### config.mk
export PLATFORM = sky130hd
export DESIGN_NAME = instr_decode_ctrl
export DESIGN_NICKNAME = d
export VERILOG_FILES = /design/src/rtl/cpu_pkg.sv /design/src/rtl/pc_counter.sv /design/src/rtl/instr_decode_ctrl.sv
export SDC_FILE = /design/constraint.sdc
export NUM_CORES = 1
export LEC_CHECK = 0
export BUFFER_PORTS_ARGS = -buffer_cell sky130_fd_sc_hd__buf_4
export CAP_MARGIN = 15
export CORE_MARGIN = 2
export CORE_UTILIZATION = 39
export DETAILED_ROUTE_END_ITERATION = 7
export PLACE_DENSITY = 0.72
export SLEW_MARGIN = 5
export SYNTH_ARGS = -nofsm -noshare
export SYNTH_HDL_FRONTEND = slang
export SYNTH_HIERARCHICAL = 1
export SYNTH_SLANG_ARGS = --single-unit
### constraint.sdc
create_clock -name CLK -period 3.2 [get_ports CLK]
set_input_delay 0.16 -clock CLK [delete_from_list [all_inputs] [get_ports CLK]]
set_output_delay 0.16 -clock CLK [all_outputs]
set_load 0.005 [all_outputs]
### src/rtl/cpu_pkg.sv
// Shared definitions for the 8-bit processor front end: opcodes, ALU encodings,
// instruction field positions and the fetch/decode FSM state type.
package cpu_pkg;

    localparam int REG_ADDR_W = 3;
    localparam int DATA_W     = 8;
    localparam int INSTR_W    = 32;

    localparam int OPC_LO  = 24;
    localparam int DST_LO  = 16;
    localparam int SRC1_LO = 8;
    localparam int SRC2_LO = 0;

    localparam logic [7:0] OP_LOADI = 8'h00;
    localparam logic [7:0] OP_MOV   = 8'h01;
    localparam logic [7:0] OP_ADD   = 8'h02;
    localparam logic [7:0] OP_SUB   = 8'h03;
    localparam logic [7:0] OP_AND   = 8'h04;
    localparam logic [7:0] OP_OR    = 8'h05;
    localparam logic [7:0] OP_HALT  = 8'hFF;

    typedef enum logic [2:0] {
        ALU_FWD = 3'b000,
        ALU_ADD = 3'b001,
        ALU_AND = 3'b010,
        ALU_OR  = 3'b011
    } aluop_t;

    typedef enum logic [2:0] {
        S_FETCH  = 3'd0,
        S_DECODE = 3'd1,
        S_EXEC   = 3'd2,
        S_WB     = 3'd3,
        S_HALT   = 3'd4
    } state_t;

endpackage

### src/rtl/pc_counter.sv
// Program counter register: loads RESET_VAL on active-low sync reset and
// advances by STEP (wrapping) when inc is high.
module pc_counter #(
    parameter int                WIDTH     = 32,
    parameter int unsigned       STEP      = 4,
    parameter logic [WIDTH-1:0]  RESET_VAL = '0
) (
    input  logic             clk,
    input  logic             rst_n,
    input  logic             inc,
    output logic [WIDTH-1:0] pc
);

    localparam logic [WIDTH-1:0] STEP_W = WIDTH'(STEP);

    always_ff @(posedge clk) begin
        if (!rst_n) begin
            pc <= RESET_VAL;
        end else if (inc) begin
            pc <= pc + STEP_W;
        end
    end

endmodule

### src/rtl/instr_decode_ctrl.sv
// Multi-cycle fetch/decode/exec/write-back controller feeding reg_file and the ALU.
// Optional HALT opcode (0xFF) and HALTED output enabled by INSTR_DECODE_HALT_EN.
module instr_decode_ctrl
    import cpu_pkg::*;
#(
    parameter int                   PC_WIDTH = 32,
    parameter int unsigned          PC_STEP  = 4,
    parameter logic [PC_WIDTH-1:0]  RESET_PC = '0
) (
    input  logic                  CLK,
    input  logic                  RESET,
    output logic [PC_WIDTH-1:0]   INSTR_ADDR,
    output logic                  INSTR_REQ,
    input  logic                  INSTR_VALID,
    input  logic [INSTR_W-1:0]    INSTRUCTION,
    output logic [REG_ADDR_W-1:0] READREG1,
    output logic [REG_ADDR_W-1:0] READREG2,
    output logic [2:0]            ALUOP,
    output logic [DATA_W-1:0]     IMMEDIATE,
    output logic                  IMM_SEL,
    output logic                  NEG_SEL,
    input  logic [DATA_W-1:0]     ALURESULT,
    output logic [REG_ADDR_W-1:0] WRITEREG,
    output logic [DATA_W-1:0]     WRITEDATA,
    output logic                  WRITEENABLE,
    output logic                  ILLEGAL
`ifdef INSTR_DECODE_HALT_EN
    ,
    output logic                  HALTED
`endif
);

    state_t             state;
    state_t             state_nxt;
    logic [INSTR_W-1:0] ir;
    logic               wr_pend;
    logic               we_r;
    logic               pc_inc;

    aluop_t             dec_aluop;
    logic               dec_imm;
    logic               dec_neg;
    logic               dec_write;
    logic               dec_illegal;
    logic [7:0]         opcode;

`ifdef INSTR_DECODE_HALT_EN
    logic               dec_halt;
    logic               halt_pend;
`endif

    // Upper register-address bits are architecturally ignored.
    logic               unused_ir_bits;
    assign unused_ir_bits = ^{ir[DST_LO+7:DST_LO+REG_ADDR_W], ir[SRC1_LO+7:SRC1_LO+REG_ADDR_W]};

    assign opcode = ir[OPC_LO+:8];

    pc_counter #(
        .WIDTH     (PC_WIDTH),
        .STEP      (PC_STEP),
        .RESET_VAL (RESET_PC)
    ) u_pc (
        .clk   (CLK),
        .rst_n (RESET),
        .inc   (pc_inc),
        .pc    (INSTR_ADDR)
    );

    always_comb begin
        dec_aluop   = ALU_FWD;
        dec_imm     = 1'b0;
        dec_neg     = 1'b0;
        dec_write   = 1'b1;
        dec_illegal = 1'b0;
`ifdef INSTR_DECODE_HALT_EN
        dec_halt    = 1'b0;
`endif
        case (opcode)
            OP_LOADI: dec_imm = 1'b1;
            OP_MOV:   dec_aluop = ALU_FWD;
            OP_ADD:   dec_aluop = ALU_ADD;
            OP_SUB: begin
                dec_aluop = ALU_ADD;
                dec_neg   = 1'b1;
            end
            OP_AND:   dec_aluop = ALU_AND;
            OP_OR:    dec_aluop = ALU_OR;
`ifdef INSTR_DECODE_HALT_EN
            OP_HALT: begin
                dec_write = 1'b0;
                dec_halt  = 1'b1;
            end
`endif
            default: begin
                dec_write   = 1'b0;
                dec_illegal = 1'b1;
            end
        endcase
    end

    always_ff @(posedge CLK) begin
        if (!RESET) begin
            state     <= S_FETCH;
            ir        <= '0;
            READREG1  <= '0;
            READREG2  <= '0;
            ALUOP     <= '0;
            IMMEDIATE <= '0;
            IMM_SEL   <= 1'b0;
            NEG_SEL   <= 1'b0;
            WRITEREG  <= '0;
            WRITEDATA <= '0;
            ILLEGAL   <= 1'b0;
            wr_pend   <= 1'b0;
            we_r      <= 1'b0;
`ifdef INSTR_DECODE_HALT_EN
            halt_pend <= 1'b0;
`endif
        end else begin
            state <= state_nxt;
            if (state == S_FETCH && INSTR_VALID) begin
                ir <= INSTRUCTION;
            end
            // Decode results hold until the next instruction is decoded.
            if (state == S_DECODE) begin
                READREG1  <= ir[SRC1_LO+:REG_ADDR_W];
                READREG2  <= ir[SRC2_LO+:REG_ADDR_W];
                WRITEREG  <= ir[DST_LO+:REG_ADDR_W];
                IMMEDIATE <= ir[SRC2_LO+:DATA_W];
                ALUOP     <= dec_aluop;
                IMM_SEL   <= dec_imm;
                NEG_SEL   <= dec_neg;
                wr_pend   <= dec_write;
`ifdef INSTR_DECODE_HALT_EN
                halt_pend <= dec_halt;
`endif
                if (dec_illegal) begin
                    ILLEGAL <= 1'b1;
                end
            end
            if (state == S_EXEC) begin
                WRITEDATA <= ALURESULT;
            end
            we_r <= (state == S_EXEC) && wr_pend;
        end
    end

    always_comb begin
        state_nxt   = state;
        INSTR_REQ   = 1'b0;
        pc_inc      = 1'b0;
        // Gating with RESET drops a write whose cycle coincides with reset.
        WRITEENABLE = we_r && RESET;
`ifdef INSTR_DECODE_HALT_EN
        HALTED      = (state == S_HALT);
`endif
        case (state)
            S_FETCH: begin
                INSTR_REQ = RESET;
                if (INSTR_VALID) begin
                    state_nxt = S_DECODE;
                end
            end
            S_DECODE: state_nxt = S_EXEC;
            S_EXEC:   state_nxt = S_WB;
            S_WB: begin
                pc_inc    = 1'b1;
`ifdef INSTR_DECODE_HALT_EN
                state_nxt = halt_pend ? S_HALT : S_FETCH;
`else
                state_nxt = S_FETCH;
`endif
            end
`ifdef INSTR_DECODE_HALT_EN
            S_HALT:   state_nxt = S_HALT;
`endif
            default:  state_nxt = S_FETCH;
        endcase
    end

endmodule

==> out/metrics.cfg <==
[clock_tree]
ctsHoldBuffers=0
clkTransAtPathRegs_ns=0.09
cts_post_setup_buffers_inserted=0
numCtsBuffers=9
htreeDepth=3
clockBufferDepth=2
worst_skew_pair.late_latency_ns=0.34
cts_repair_resize_count=0
cts_num_sinks=83
tritoncts=yes
cts.root.buffer_cell=sky130_fd_sc_hd__clkbuf_8

[timing]
timing.final.crit_share=0.727
hold_viol_final=0
worst_slew_margin_rel=0.442
finalClockSkew_ns=0.00720
final_layout_setup_total_negative_slack_ns=0
maxClockFrequency_ghz=0.430
worst_pin_slew_ns=0.836
period_needed_ns=2.33
report.final.slew_viol_count=0
grt_setup_unrepaired=no
report.final.setup_viol=0

[grt]
grt_antenna_before_repair=0
first_pass_grt_wire_length_mm=12.5
globalRouteTotalUtil=0.151
grt_pass1_vias=2688
global_route.overflow_total=0
grt_start_max_net_pins=68

[floorplanning]
die_w_um=101
std_cell_rows=35
floorplan.die.height_um=101
dieArea_mm2=0.0103
top_level_ports=108
initial_core_util=0.401
core_mm2=0.00924

[routing]
detail_route.first_pass.iterations=4
routed_wire_length_per_instance_um=12.8
detailedRoute.firstIterationViolations=75
route.final.wire_length_mm=7.73
num_vias=2964
detail-route-antenna-nets=0
vias_per_cell=4.92
drc=0

[worst_setup_path]
cp.buffers_inverters=0
worstRegToRegCells=5
reg2reg_to=u_pc/pc[24]
critical_path_depth=5
timing.critical_path.arrival_ns=2.59
timing.critical_path.required_ns=3.46
crit_path_end_kind=register
cpPeakStageDelay_ns=0.60
critical_path_class=register to register
setup.worst_path.start_class=register
critical-path-top-delay-family=simple AND/OR/NAND/NOR gates
crit_slowest_cell=sky130_fd_sc_hd__or4_4
timing.critical_path.cells=ha_1 -> nand4_1 -> or4_4 -> or4_1 -> a21oi_1
regToRegStartpoint=state[1]
crit_path_max_fanout=29
reg2reg_setup_slack_ns=0.87

[outcome]
status=finished clean

[final_layout]
n_antenna_cell=0
postLayoutCoreUtil=0.493
layout-area-overhead-vs-synth_pct=23.0
n_fill_cell=881
most_used_cells_in_the_layout_excluding_fill_and_tap_cells=95 x sky130_fd_sc_hd__buf_4, 83 x sky130_fd_sc_hd__dfxtp_1, 55 x sky130_fd_sc_hd__nand2_1
final_nets=518
final_common_cell=sky130_fd_sc_hd__buf_4
drive_gt1_frac=0.285

[placement]
port-buffer-count=94
place_congestion=0.755
dp_hpwl_mm=5.26

[yosys]
synth-edff-count=0
syn_area_mm2=0.00371
ys_async_sr_fraction=0
avgSynthCellArea_um2=9.48
netlist-cell-type-count=44
synth-warning-count=6
synth.yosys.seq_area_share=0.448
ys_seq_elements=83
synthesis.instances=391
synth_ff_type=sky130_fd_sc_hd__dfxtp_1

[power_and_ir_drop]
vdd_ir_drop_max_mv=0.175
static-leakage-power_nw=1.73
power_density_mw_per_mm2=458

[hold_path]
hold_start=INSTRUCTION[16]
hold_path_end=ir[16]
hold_depth=3
timing.hold.worst.class=input pin to register

[flow_run]
timing.max_cap.violations=0

power by group:
group	switching [mW]	internal [mW]
clock	0.377	0.280
sequential	0.0346	1.08
combinational	0.161	0.149
per-stage QoR:
| stage | hold slack (ns) | cells | area, um^2 | power, mW | worst slack, ns |
|---|---|---|---|---|---|
| 6_report | 0.0658 | 603 | 4560 | 2.09 | 0.874 |
| 5_1_grt | 0.0430 | 603 | 4560 | 2.20 | 0.726 |
| 4_1_cts | 0.0399 | 603 | 4560 | 2.13 | 0.874 |
| 3_5_place_dp | 0.428 | 587 | 4390 | 1.46 | 0.909 |
| 3_3_place_gp | 0.417 | 587 | 4390 | 1.45 | 0.961 |
| 2_1_floorplan | 0.278 | 392 | 3710 | 1.37 | 1.04 |
registers in the layout (all words and copies together) (netlist names), 2 cells and up:
| signal | count |
|---|---|
| u_pc/pc | 30 |
| WRITEDATA | 8 |
| state | 2 |
| READREG2 | 2 |
| WRITEREG | 3 |
| READREG1 | 3 |
| IMMEDIATE | 6 |
| ir | 22 |
| ALUOP | 2 |
worst max path at each step:
stage                   from           to  slack [ns]
global placement    state[1]  u_pc/pc[28]        0.96
global route        state[0]  u_pc/pc[28]        0.73
CTS                 state[1]  u_pc/pc[24]        0.87
detailed placement  state[1]  u_pc/pc[29]        0.91
floorplan           state[1]  u_pc/pc[24]        1.04
finish              state[1]  u_pc/pc[24]        0.87
cell usage after synthesis (2+ instances only):
master | number | area [um^2]
sky130_fd_sc_hd__dfxtp_1 | 83 | 1660
sky130_fd_sc_hd__buf_4 | 12 | 90.1
sky130_fd_sc_hd__conb_1 | 2 | 7.51
sky130_fd_sc_hd__inv_1 | 4 | 15.0
sky130_fd_sc_hd__o31ai_1 | 5 | 37.5
sky130_fd_sc_hd__nor4_1 | 8 | 50.1
sky130_fd_sc_hd__mux2i_1 | 25 | 250
sky130_fd_sc_hd__nor2b_1 | 24 | 150
sky130_fd_sc_hd__nand3_1 | 10 | 50.1
sky130_fd_sc_hd__a21boi_2 | 20 | 225
sky130_fd_sc_hd__nand3b_1 | 4 | 30.0
sky130_fd_sc_hd__buf_6 | 4 | 45.0
sky130_fd_sc_hd__o31a_1 | 3 | 26.3
sky130_fd_sc_hd__xor2_1 | 5 | 43.8
sky130_fd_sc_hd__and2_1 | 4 | 25.0
sky130_fd_sc_hd__a21oi_1 | 14 | 70.1
sky130_fd_sc_hd__nand4_1 | 15 | 93.8
sky130_fd_sc_hd__and4_1 | 3 | 26.3
sky130_fd_sc_hd__o21ai_0 | 10 | 50.1
sky130_fd_sc_hd__a21boi_0 | 2 | 15.0
sky130_fd_sc_hd__o21a_1 | 4 | 30.0
sky130_fd_sc_hd__nand2_1 | 55 | 206
sky130_fd_sc_hd__clkbuf_1 | 12 | 45.0
sky130_fd_sc_hd__or3_1 | 6 | 37.5
sky130_fd_sc_hd__nor3_1 | 3 | 15.0
sky130_fd_sc_hd__nor2_1 | 16 | 60.1
sky130_fd_sc_hd__or4_1 | 5 | 37.5
sky130_fd_sc_hd__xnor2_1 | 8 | 70.1
sky130_fd_sc_hd__ha_1 | 6 | 75.1
sky130_fd_sc_hd__nand2b_1 | 5 | 31.3
logic make-up (layout without fill, tap and decap cells):
kind of cell,count (synthesis),count (layout),share of synthesized area
compound gates,63,63,0.132
xor+xnor,13,13,0.0307
fa+ha+maj,6,6,0.0203
buf+inv,34,116,0.0577
flops,83,83,0.448
mux,25,25,0.0675
other cells,2,3,0.00203
simple gates,165,165,0.241
worst min-delay path, stage by stage:
cell,delay [ns]
sky130_fd_sc_hd__buf_4,0.11
sky130_fd_sc_hd__nand2_1,0.06
sky130_fd_sc_hd__a21boi_2,0.04
area by class of cell:
type	instances	area [um^2]	share of cell area
multi-input combinational	275	1830	0.402
sequential	83	1660	0.364
inverter	5	18.8	0.00412
clock inverter	6	42.5	0.00933
timing repair buffer	95	713	0.156
tap	129	161	0.0354
clock buffer	10	128	0.0280
per-layer routing:
layer | wire, um | share of wire | up-vias | global-route usage
met4 | 29 | 0.0038 | 0 | 0.0624
li1 | - | - | 1506 | -
met1 | 3720 | 0.48 | 1374 | 0.198
met3 | 381 | 0.049 | 6 | 0.0311
met5 | 0 | 0 | - | 0
met2 | 3600 | 0.47 | 78 | 0.244
No activity file was read; power rests on OpenSTA's default activity.
